## src/rtl/vga_double_sched_pkg.sv

```systemverilog
// Shared timing constants and sequencer state encoding for the
// TV sync generator, scan doubler and its line sequencer.
package vga_double_sched_pkg;

   typedef enum logic [1:0] {
      ST_IDLE,
      ST_ACQ,
      ST_LOCK
   } sched_state_t;

   localparam int VGA_LINE_LEN    = 896;
   localparam int VGA_HS_LEN      = 106;
   localparam int VGA_SCANIN_OFS  = 144;
   localparam int VGA_SCANOUT_OFS = 128;
   localparam int VGA_MISS_MAX    = 2;

   localparam int HCNT_W = 10;
   localparam int MISS_W = 4;

endpackage

```

## src/rtl/vga_double_sched.sv

```systemverilog
// Scan doubler sequencer: locks to TV line start, runs two VGA
// lines per TV line and issues page-swap / scan strobes and hsync.
module vga_double_sched
   import vga_double_sched_pkg::*;
#(
   parameter int LINE_LEN    = VGA_LINE_LEN,
   parameter int HS_LEN      = VGA_HS_LEN,
   parameter int SCANIN_OFS  = VGA_SCANIN_OFS,
   parameter int SCANOUT_OFS = VGA_SCANOUT_OFS,
   parameter int MISS_MAX    = VGA_MISS_MAX
) (
   input  logic clk,
   input  logic rst,
   input  logic line_start,
   output logic page_swap,
   output logic scanin_start,
   output logic scanout_start,
   output logic vga_hsync,
   output logic half,
   output logic locked
);

   if (SCANOUT_OFS <= 0) begin : g_err_so_zero
      $error("SCANOUT_OFS must be greater than 0");
   end
   if (SCANIN_OFS >= LINE_LEN) begin : g_err_si
      $error("SCANIN_OFS must be below LINE_LEN");
   end
   if (SCANOUT_OFS >= LINE_LEN) begin : g_err_so
      $error("SCANOUT_OFS must be below LINE_LEN");
   end
   if (HS_LEN >= LINE_LEN) begin : g_err_hs
      $error("HS_LEN must be below LINE_LEN");
   end
   if (LINE_LEN > 1024 || LINE_LEN < 2) begin : g_err_len
      $error("LINE_LEN must be in 2..1024");
   end
   if (MISS_MAX >= (1 << MISS_W)) begin : g_err_miss
      $error("MISS_MAX too large for miss counter");
   end

   localparam logic [HCNT_W-1:0] LAST = HCNT_W'(LINE_LEN - 1);
   localparam logic [HCNT_W-1:0] SI   = HCNT_W'(SCANIN_OFS);
   localparam logic [HCNT_W-1:0] SO   = HCNT_W'(SCANOUT_OFS);
   localparam logic [HCNT_W-1:0] HS   = HCNT_W'(HS_LEN);
   localparam logic [MISS_W-1:0] MMAX = MISS_W'(MISS_MAX);

   sched_state_t      state, state_n;
   logic [HCNT_W-1:0] hcnt, hcnt_n;
   logic              half_q, half_n;
   logic [MISS_W-1:0] miss, miss_n;
   logic              armed;
   logic              ls, wrap, in_phase, run_n;

   // armed masks a pulse coinciding with the reset release edge
   assign ls       = line_start & armed;
   assign wrap     = (hcnt == LAST);
   assign in_phase = wrap & half_q;
   assign run_n    = (state_n != ST_IDLE);

   always_comb begin
      state_n = state;
      hcnt_n  = hcnt;
      half_n  = half_q;
      miss_n  = miss;
      if (state != ST_IDLE) begin
         hcnt_n = wrap ? '0 : hcnt + 1'b1;
         half_n = wrap ? ~half_q : half_q;
      end
      if (ls) begin
         hcnt_n  = '0;
         half_n  = 1'b0;
         miss_n  = '0;
         state_n = (state != ST_IDLE && in_phase) ? ST_LOCK : ST_ACQ;
      end else if (state == ST_LOCK && in_phase) begin
         // MISS_MAX missing pulses are tolerated; the next one drops lock
         if (miss == MMAX) begin
            state_n = ST_ACQ;
            miss_n  = '0;
         end else begin
            miss_n = miss + 1'b1;
         end
      end
   end

   always_ff @(posedge clk or posedge rst) begin
      if (rst) begin
         state         <= ST_IDLE;
         hcnt          <= '0;
         half_q        <= 1'b0;
         miss          <= '0;
         armed         <= 1'b0;
         page_swap     <= 1'b0;
         scanin_start  <= 1'b0;
         scanout_start <= 1'b0;
         vga_hsync     <= 1'b0;
         half          <= 1'b0;
         locked        <= 1'b0;
      end else begin
         state         <= state_n;
         hcnt          <= hcnt_n;
         half_q        <= half_n;
         miss          <= miss_n;
         armed         <= 1'b1;
         page_swap     <= run_n && hcnt_n == '0 && !half_n;
         scanin_start  <= run_n && hcnt_n == SI && !half_n;
         scanout_start <= run_n && hcnt_n == SO;
         vga_hsync     <= run_n && hcnt_n < HS;
         half          <= run_n && half_n;
         locked        <= (state_n == ST_LOCK);
      end
   end

endmodule

```

## config.mk

```make
export PLATFORM = sky130hd
export DESIGN_NAME = vga_double_sched
export DESIGN_NICKNAME = d
export VERILOG_FILES = /design/src/rtl/vga_double_sched_pkg.sv /design/src/rtl/vga_double_sched.sv
export SDC_FILE = /design/constraint.sdc
export NUM_CORES = 1
export LEC_CHECK = 0
export BUFFER_PORTS_ARGS = -buffer_cell sky130_fd_sc_hd__buf_2
export CORE_MARGIN = 2
export CORE_UTILIZATION = 55
export CTS_CLUSTER_DIAMETER = 30
export DETAILED_ROUTE_END_ITERATION = 8
export GPL_TIMING_DRIVEN = 0
export HOLD_SLACK_MARGIN = 0.06
export PLACE_DENSITY = 0.8
export SYNTH_ARGS = -nofsm -noshare
export SYNTH_HDL_FRONTEND = slang
export SYNTH_SLANG_ARGS = --single-unit
export TNS_END_PERCENT = 100
```

## constraint.sdc

```tcl
create_clock -name clk -period 2.3 [get_ports clk]
set_input_delay 0.46 -clock clk [delete_from_list [all_inputs] [get_ports clk]]
set_output_delay 0.46 -clock clk [all_outputs]
set_load 0.005 [all_outputs]
```

# == Word-level counts from Yosys, hierarchy flattened ==
# Cells that the tools add are included.
# word_totals
regBits,24
inputBits,3
out_inout_bits,6
# op_classes
add_sub_neg,2
n_lt_le_gt_ge,1
n_eq_ne,6
n_mux,13
n_bitwise,3
n_reduce_logical,14
# op_table
operator,n
10-bit 2-to-1 mux,3
10-bit by 8-bit equality test with 1-bit output (second input constant),2
4-bit 2-to-1 mux,3
10-bit by 1-bit adder with 10-bit output (second input constant),1
10-bit equality test (second input constant),1
10-bit zero test,1
10-bit by 7-bit < comparator with 1-bit output (second input constant),1
1-bit logical AND,9
2-bit 2-to-1 mux,4
2-bit nonzero test,3
4-bit by 1-bit adder with 4-bit output (second input constant),1
2-bit equality test (second input constant),2
4-bit by 2-bit equality test with 1-bit output (second input constant),1
1-bit 2-to-1 mux,3
1-bit AND,2
1-bit zero test,1
1-bit NOT,1

# == Logic depth before layout (Yosys ltp) ==
# logic_depth
depth_word,8
mapped_depth,10
mapped_depth_nobuf,9

# == Worst setup path before layout ==
# No wires, ideal clock.
# synth_path
path_kind,reg2reg
start,register hcnt[7]
end,register miss[3]
setup_ns,0.077
arrival_time_ns,1.886
required_time_ns,2.223
setup_slack_ns,0.336
stages_incl_launch_ff,10
path_buffers,1
period_less_slack_ns,1.964
cell_sequence,dfrtp_1 buf_6 and4b_1 nand2_1 nor2_1 ha_1 nor2b_1 nand2_1 or3_1 a21oi_1
# synth_via
elab_chain_len,4
# synth_rtl
item,line,rtl
from (decl),vga_double_sched.sv:49,"logic [HCNT_W-1:0] hcnt, hcnt_n;"
from (signal assigned),vga_double_sched.sv:101,hcnt <= hcnt_n;
10-bit equality test,vga_double_sched.sv:57,assign wrap = (hcnt == LAST);
1-bit AND,vga_double_sched.sv:58,assign in_phase = wrap & half_q;
1-bit logical AND,vga_double_sched.sv:75,end else if (state == ST_LOCK && in_phase) begin
2-bit nonzero test (no line),--,
to (signal assigned),vga_double_sched.sv:103,miss <= miss_n;
to (decl),vga_double_sched.sv:51,"logic [MISS_W-1:0] miss, miss_n;"
# Every way passes these cells.
# A chain may end at the register's enable or synchronous reset.

# == Worst setup path after layout ==
# Same ends and word-level chain as after synthesis.

==> out/metrics.yaml <==
status: "finished, final reports clean"
vias_per_cell: 6.16
drive_gt1_share_pct: 22.4
mostFrequentLayoutCell: "dfrtp_1"
hp-class: "input port to asynchronous set/reset pin"
cp_top_family: "simple AND/OR/NAND/NOR gates"
crit_path_start_kind: "register"
skew_ns: 0.00798
swShare_pct: 32.3
crit_fanout: 10
grt_max_degree: 25
worst_pin_slew_ns: 0.885
slew_headroom_pct: 40.9
first_pass_iters: 4
cts_buffers: 3
synth_edf_count: 0
cts.sinks: 24
dpl_cell_area_mm2: 0.00146
final_cell_mix: "dfrtp_1 (23), nor2_1 (13), buf_2 (10)"
p_seq_share_pct: 53.7
rows: 18
cts_tree: "yes"
grt_setup_unrepaired: "no"
cpMaxStageDelayCell: "dfrtp_1"
cp_slowest_stage_delay_ns: 0.40
syn_inst: 140
htreeDepth: 1
yosysWarnings: 0
cp_cell_sequence: "buf_6 > and4b_1 > nand2_1 > nor2_1 > ha_1 > nor2b_2 > nand2_1 > or3_1 > a21oi_1"
cts_hold_buf: 0
cp.required_ns: 2.56
syn-num-nets: 147
crit_buf_inv: 1
die_h_um: 54.2
clkPwrFrac_pct: 23.8
cap_violations: 0
syn-cell-area_mm2: 0.00139
initial_utilization_pct: 56.9
track_usage_pct: 21.5
ys_ff_latch: 24
seq_area_frac_synth_pct: 43.4
fin_setup_tns_ns: 0
final_hold_viol_count: 0
grt_pass1_vias: 1058
diodes: 0
ant_nets: 0
crit_arrival_ns: 2.41
period_needed_ns: 2.15
core_mm2: 0.00243
drc: 0
critPathCaptureType: "register"
crit_type: "register to register"
powerDensity_mw_per_mm2: 631
grt_antenna_before_repair: 0
syn_avg_cell_area_um2: 9.89
ys.flop_type: "dfrtp_1"
clk_latency_ns: 0.32
wirelength_um: 2870
ir_drop_mv: 0.405
grt_pass1_wl_um: 4550
fmax_mhz: 465
cts_max_path_buffers: 2
power_w: 0.000953
setup_violations: 0
gr-total-overflow: 0
p_comb_share_pct: 22.6
maxSlewViolCount: 0
die_x_um: 54.2
finalCritPeriodShare_pct: 93.6
internal_power_w: 0.000645
io_buffers: 8
clk_pin_slew_worst_paths_ns: 0.14
syn_to_final_growth_pct: 9.03
crit_top_cell: "nand2_1"
root_buffer: "clkbuf_4"
dp_cells: 178
dp.final_hpwl_um: 2120
switchingPower_w: 0.000308
yosys.cell_types.count: 48
dieArea_mm2: 0.00294
synthArstFlopShare_pct: 100
fin_nets: 160
first_iter_violations: 73
final_area_mm2: 0.00151
pin_count: 9
p_leak_nw: 0.673
gp_congestion: 0.864
fin_cells: 182
wl_per_cell_um: 15.8
vias: 1122
## metal layers
layer / wire (µm) / global-route usage [%] / vias up
li1: - / - / 534
met4: 70 / 9.58 / 0
met1: 1240 / 28.6 / 542
met2: 1450 / 34.9 / 35
met5: 0 / 0 / -
met3: 113 / 2.78 / 11
## worst register-to-register path: stages, from the launching register on
cell     delay, ns
dfrtp_1       0.40
buf_6         0.14
and4b_1       0.28
nand2_1       0.08
nor2_1        0.11
ha_1          0.21
nor2b_2       0.21
nand2_1       0.14
or3_1         0.37
a21oi_1       0.14
## power by group through the flow
stage / Clock (W) / Combinational (W) / Sequential, W
final: 0.000227 / 0.000215 / 0.000511
after global routing: 0.000241 / 0.000239 / 0.000516
after CTS: 0.000233 / 0.000215 / 0.000509
after detailed placement: 0 / 0.000214 / 0.000517
after global placement: 0 / 0.000207 / 0.000514
after floorplan: 0 / 0.000163 / 0.000508
## Yosys cell counts (2+ instances only)
| cell | instances | area, µm² |
|---|---|---|
| dfrtp_1 | 24 | 601 |
| nor2_1 | 13 | 48.8 |
| nand2_1 | 7 | 26.3 |
| nor3_1 | 7 | 35.0 |
| a21oi_1 | 6 | 30.0 |
| inv_1 | 6 | 22.5 |
| nand3_1 | 6 | 30.0 |
| o21ai_0 | 6 | 30.0 |
| ha_1 | 4 | 50.1 |
| a311oi_1 | 3 | 26.3 |
| and3_1 | 3 | 18.8 |
| nor2b_1 | 3 | 18.8 |
| or2_2 | 3 | 18.8 |
| xnor2_1 | 3 | 26.3 |
| and2_1 | 2 | 12.5 |
| buf_2 | 2 | 10.0 |
| buf_6 | 2 | 22.5 |
| nand2b_1 | 2 | 12.5 |
| nand4_1 | 2 | 12.5 |
| nor3b_1 | 2 | 15.0 |
| nor4_1 | 2 | 12.5 |
| nor4_2 | 2 | 25.0 |
| o2111ai_1 | 2 | 17.5 |
| o21ai_1 | 2 | 10.0 |
| o31ai_1 | 2 | 15.0 |
| xor2_1 | 2 | 17.5 |
## final cells by class
type                            instances  area, µm²
Inverter                                6       22.5
Buffer                                  5       40.0
Fill cell                             202        922
Clock buffer                            4       36.3
Timing Repair Buffer                    8       40.0
Sequential cell                        24        602
Tap cell                               30       37.5
Multi-Input combinational cell        105        732
## cell families (layout without fill, tap and decap cells)
group,after synthesis,count (layout),synth area share [%]
AND/OR/NAND/NOR,58,58,23.1
XOR/XNOR,5,5,3.16
multiplexers,2,2,1.54
adder cells (fa/ha/maj),4,4,3.61
other,1,1,0.271
flip-flops,24,24,43.4
buffers and inverters,11,23,4.52
AO/OA/AOI/OAI,35,35,20.4
## flip-flops by register name, indices dropped and copies added (netlist names)
register	cells
scanin_start	1
hcnt	10
scanout_start	1
locked	1
half	1
state	2
page_swap	1
half_q	1
miss	4
armed	1
vga_hsync	1
## path summary, 6_finish.rpt
| kind | cells past startpoint | slack [ns] | end | startpoint |
|---|---|---|---|---|
| min reg2reg | 2 | 0.53 | half_q | half_q |
| min in group clk | 2 | 0.53 | half_q | half_q |
| max reg2reg | 9 | 0.15 | miss[3] | hcnt[7] |
| min | 2 | 0.30 | hcnt[7] | rst |
| max | 9 | 0.15 | miss[3] | hcnt[7] |
| max in group asynchronous | 2 | 1.39 | hcnt[0] | rst |
## through the flow
step	hold slack, ns	setup WS [ns]	utilization [%]
2_1_floorplan	0.471	0.336	-
3_3_place_gp	0.492	0.103	60.1
3_5_place_dp	0.507	0.0449	60.1
4_1_cts	0.336	0.00930	61.6
5_1_grt	0.402	0.0207	62.1
6_report	0.296	0.148	62.1
## what timing repair did
item / 4_1_cts / 5_1_grt
endpoints found under the setup margin: 0 / 3
setup buffers: 0 / 0
endpoints found under the hold margin: 0 / 0
gates resized for setup: 0 / 5
(Power assumes the default switching activity.)
